$ cat src/rtl/bist_pkg.sv
// Shared BIST definitions: FSM encoding and expected-data generator modes.
// The write-side generator uses the same constants, so both ends agree on the patterns.
package bist_pkg;

  typedef enum logic [1:0] {
    ST_IDLE  = 2'd0,
    ST_READ  = 2'd1,
    ST_DRAIN = 2'd2,
    ST_DONE  = 2'd3
  } state_t;

  localparam logic [1:0] MODE_SOLID = 2'd0;
  localparam logic [1:0] MODE_CHECK = 2'd1;
  localparam logic [1:0] MODE_ADDR  = 2'd2;

endpackage

$ cat src/rtl/bist_exp_gen.sv
// Combinational expected-data generator for the BIST patterns.
// The write path instantiates the same block, so write and read patterns cannot diverge.
module bist_exp_gen
  import bist_pkg::*;
#(
  parameter int ADR_SIZE  = 4,
  parameter int DATA_SIZE = 8
) (
  input  logic [1:0]           mode,
  input  logic [DATA_SIZE-1:0] bg,
  input  logic                 inv,
  input  logic [ADR_SIZE-1:0]  adr,
  output logic [DATA_SIZE-1:0] exp_data
);

  // Wide enough to zero-extend a short address or to truncate a long one.
  localparam int WIDE = (ADR_SIZE > DATA_SIZE) ? ADR_SIZE : DATA_SIZE;

  logic [WIDE-1:0]      adr_wide_s;
  logic [DATA_SIZE-1:0] raw_s;

  assign adr_wide_s = WIDE'(adr);

  // Pattern selection followed by the optional complement; reserved mode reads as solid.
  always_comb begin
    raw_s = bg;
    case (mode)
      MODE_SOLID: raw_s = bg;
      MODE_CHECK: raw_s = bg ^ {DATA_SIZE{adr[0]}};
      MODE_ADDR:  raw_s = adr_wide_s[DATA_SIZE-1:0];
      default:    raw_s = bg;
    endcase
    exp_data = raw_s ^ {DATA_SIZE{inv}};
  end

endmodule

$ cat config.mk
export PLATFORM = sky130hd
export DESIGN_NAME = bist_exp_gen
export DESIGN_NICKNAME = d
export VERILOG_FILES = /design/src/rtl/bist_pkg.sv /design/src/rtl/bist_exp_gen.sv
export SDC_FILE = /design/constraint.sdc
export NUM_CORES = 1
export LEC_CHECK = 0
export CORE_AREA = 2 2 39 41
export DETAILED_ROUTE_END_ITERATION = 7
export DIE_AREA = 0 0 41 43
export PLACE_DENSITY = 0.71
export SLEW_MARGIN = 0
export SYNTH_ARGS = -nofsm -noshare
export SYNTH_HDL_FRONTEND = slang
export SYNTH_SLANG_ARGS = --single-unit
$ cat constraint.sdc
create_clock -name vclk -period 5.9
set_input_delay 1.77 -clock vclk [all_inputs]
set_output_delay 1.77 -clock vclk [all_outputs]
set_load 0.01 [all_outputs]
==> impl_metrics.toml <==
[route]
via_count = 371
drt-total-wl_um = 797
drtAntennaViolNets = 0
wire_per_inst_um = 10.2
drtIter0Drc = 1
routed_via_density = 4.76
drc_errors = 0
dr.pass1.iters = 2

[timing]
fmax_ghz = 0.175
slew_headroom = 0.700
fin_tns_setup_ns = 0
rsz0062_at_grt = "false"
slew_viol_final = 0
final-setup-viol-count = 0
final.min_clock_period_ns = 5.70
min_period_over_period = 0.966
tightestPinTransition_ns = 0.448
hold_viol_final = 0

[yosys]
syn_nets = 57
synth_area_per_cell_um2 = 7.95
synth_common_cells = "xnor2_1 (6), o21ai_0 (4)"
synth_area_um2 = 318
yosysMostFrequentCell = "xnor2_1"
ys_types = 18
yosys.area.top_type_share = 0.165
syn_inst = 40
synth_area_leader_cell = "xnor2_1"
seq_area_frac_synth = 0
synthTopCellsByArea = "xnor2_1 (17%), a221oi_2 (14%), mux2i_1 (9.4%)"
yosysWarnings = 0

[setup_path]
path_delay_family = "buffers and inverters"
critical_path_class = "in2out"
cp.arrival_ns = 3.93
cp-end-kind = "output pin"
cpPeakStageDelay_ns = 0.55
start_kind = "primary input"
critPathMaxFanout = 9
crit_buf_inv = 3
path_common_cell = "clkdlybuf4s50_1"
required_ns = 4.13
crit_path_top_delay_cell = "clkdlybuf4s50_1"
path_cells = "clkdlybuf4s50_1 > inv_1 > ha_2 > and2b_1 > a221oi_2 > xnor2_1 > clkdlybuf4s50_1"

[finish]
drive_gt1_frac = 0.0968
sequential_cell_total = 0
fin_cells = 78
ff_latch_area_um2 = 0
clock_buffers = 0
final_nets = 81
final_util = 0.407
area_growth_syn_to_layout_pct = 77.2
antenna_cells = 0

[global_routing]
grtUsageTotal = 0.0959
grt_first_pass_wirelength_um = 1280
grt_start_max_net_pins = 10
first_global_vias = 319
antenna_found_initial = 0
grt-ovfl-total = 0

[die]
die_w_um = 41
initial_utilization = 0.230
die_area_um2 = 1760
num_io_pins = 23
die_h_um = 43
core.rowCount = 14
core_area_um2 = 1380

[status]
status = "finished, final reports clean"

[placement]
dp_hpwl_um = 678
gp_congestion = 0.759
dp.cells = 78
port_buffers = 23

[cts]
post_cts_buffers = 0
post_cts_resized = 0
postCtsHoldBufs = 0

[hold_path]
hp-class = "in2out"

[pwr]
ir_worst_vdd_uv = 35.7
pwr_density_cell_nw_per_um2 = 108
power_uw = 60.8
p_leak_nw = 0.219

[job]
drv_cap = 0
==> layout by cell type, fill, tap and decap left out, drive strengths merged <==
master	count
inv	3
buf	1
xnor2	6
nand2b	1
nor2	3
and2	1
a22oi	3
xor2	2
a221oi	3
nor2b	1
o21ai	4
ha	2
and2b	1
a21oi	1
clkdlybuf4s50	23
or2b	1
mux2i	3
a22o	3
==> metal layers <==
metal / part of all wire / global-route usage / vias to the layer above
li1: - / - / 190
met1: 0.44 / 0.142 / 170
met2: 0.49 / 0.159 / 11
met3: 0.070 / 0 / 0
met4: 0 / 0 / 0
met5: 0 / 0 / -
==> final timing paths <==
check | to | slack (ns) | from | depth (start not counted)
setup / recovery | exp_data[1] | 0.20 | mode[0] | 7
hold / removal | exp_data[1] | 4.66 | adr[1] | 4
==> power by group <==
part | switching, mW | internal [mW]
Combinational | 0.0236 | 0.0371
Clock | 0 | 0
Sequential | 0 | 0
==> cells by family after synthesis <==
family	Yosys count	share of synthesized area
AO/OA/AOI/OAI	14	0.374
XOR/XNOR	8	0.220
adder cells (fa/ha/maj)	2	0.0787
buffers and inverters	5	0.0827
multiplexers	3	0.0945
AND/OR/NAND/NOR	8	0.150
==> cell type report <==
type / instances / area (um^2)
Inverter: 3 / 11.3
Fill cell: 157 / 821
Tap cell: 16 / 20.0
Timing Repair Buffer: 24 / 238
Multi-Input combinational cell: 35 / 294
==> metrics by stage <==
step / hold WS [ns] / area [um^2] / setup slack (ns)
4_1_cts: 4.67 / 561 / 0.130
5_1_grt: 4.69 / 563 / 0.00855
2_1_floorplan: 3.73 / 318 / 1.28
6_report: 4.66 / 563 / 0.198
3_3_place_gp: 4.67 / 561 / 0.186
3_5_place_dp: 4.67 / 561 / 0.130
Note: power is estimated with default switching activity, not from simulation.
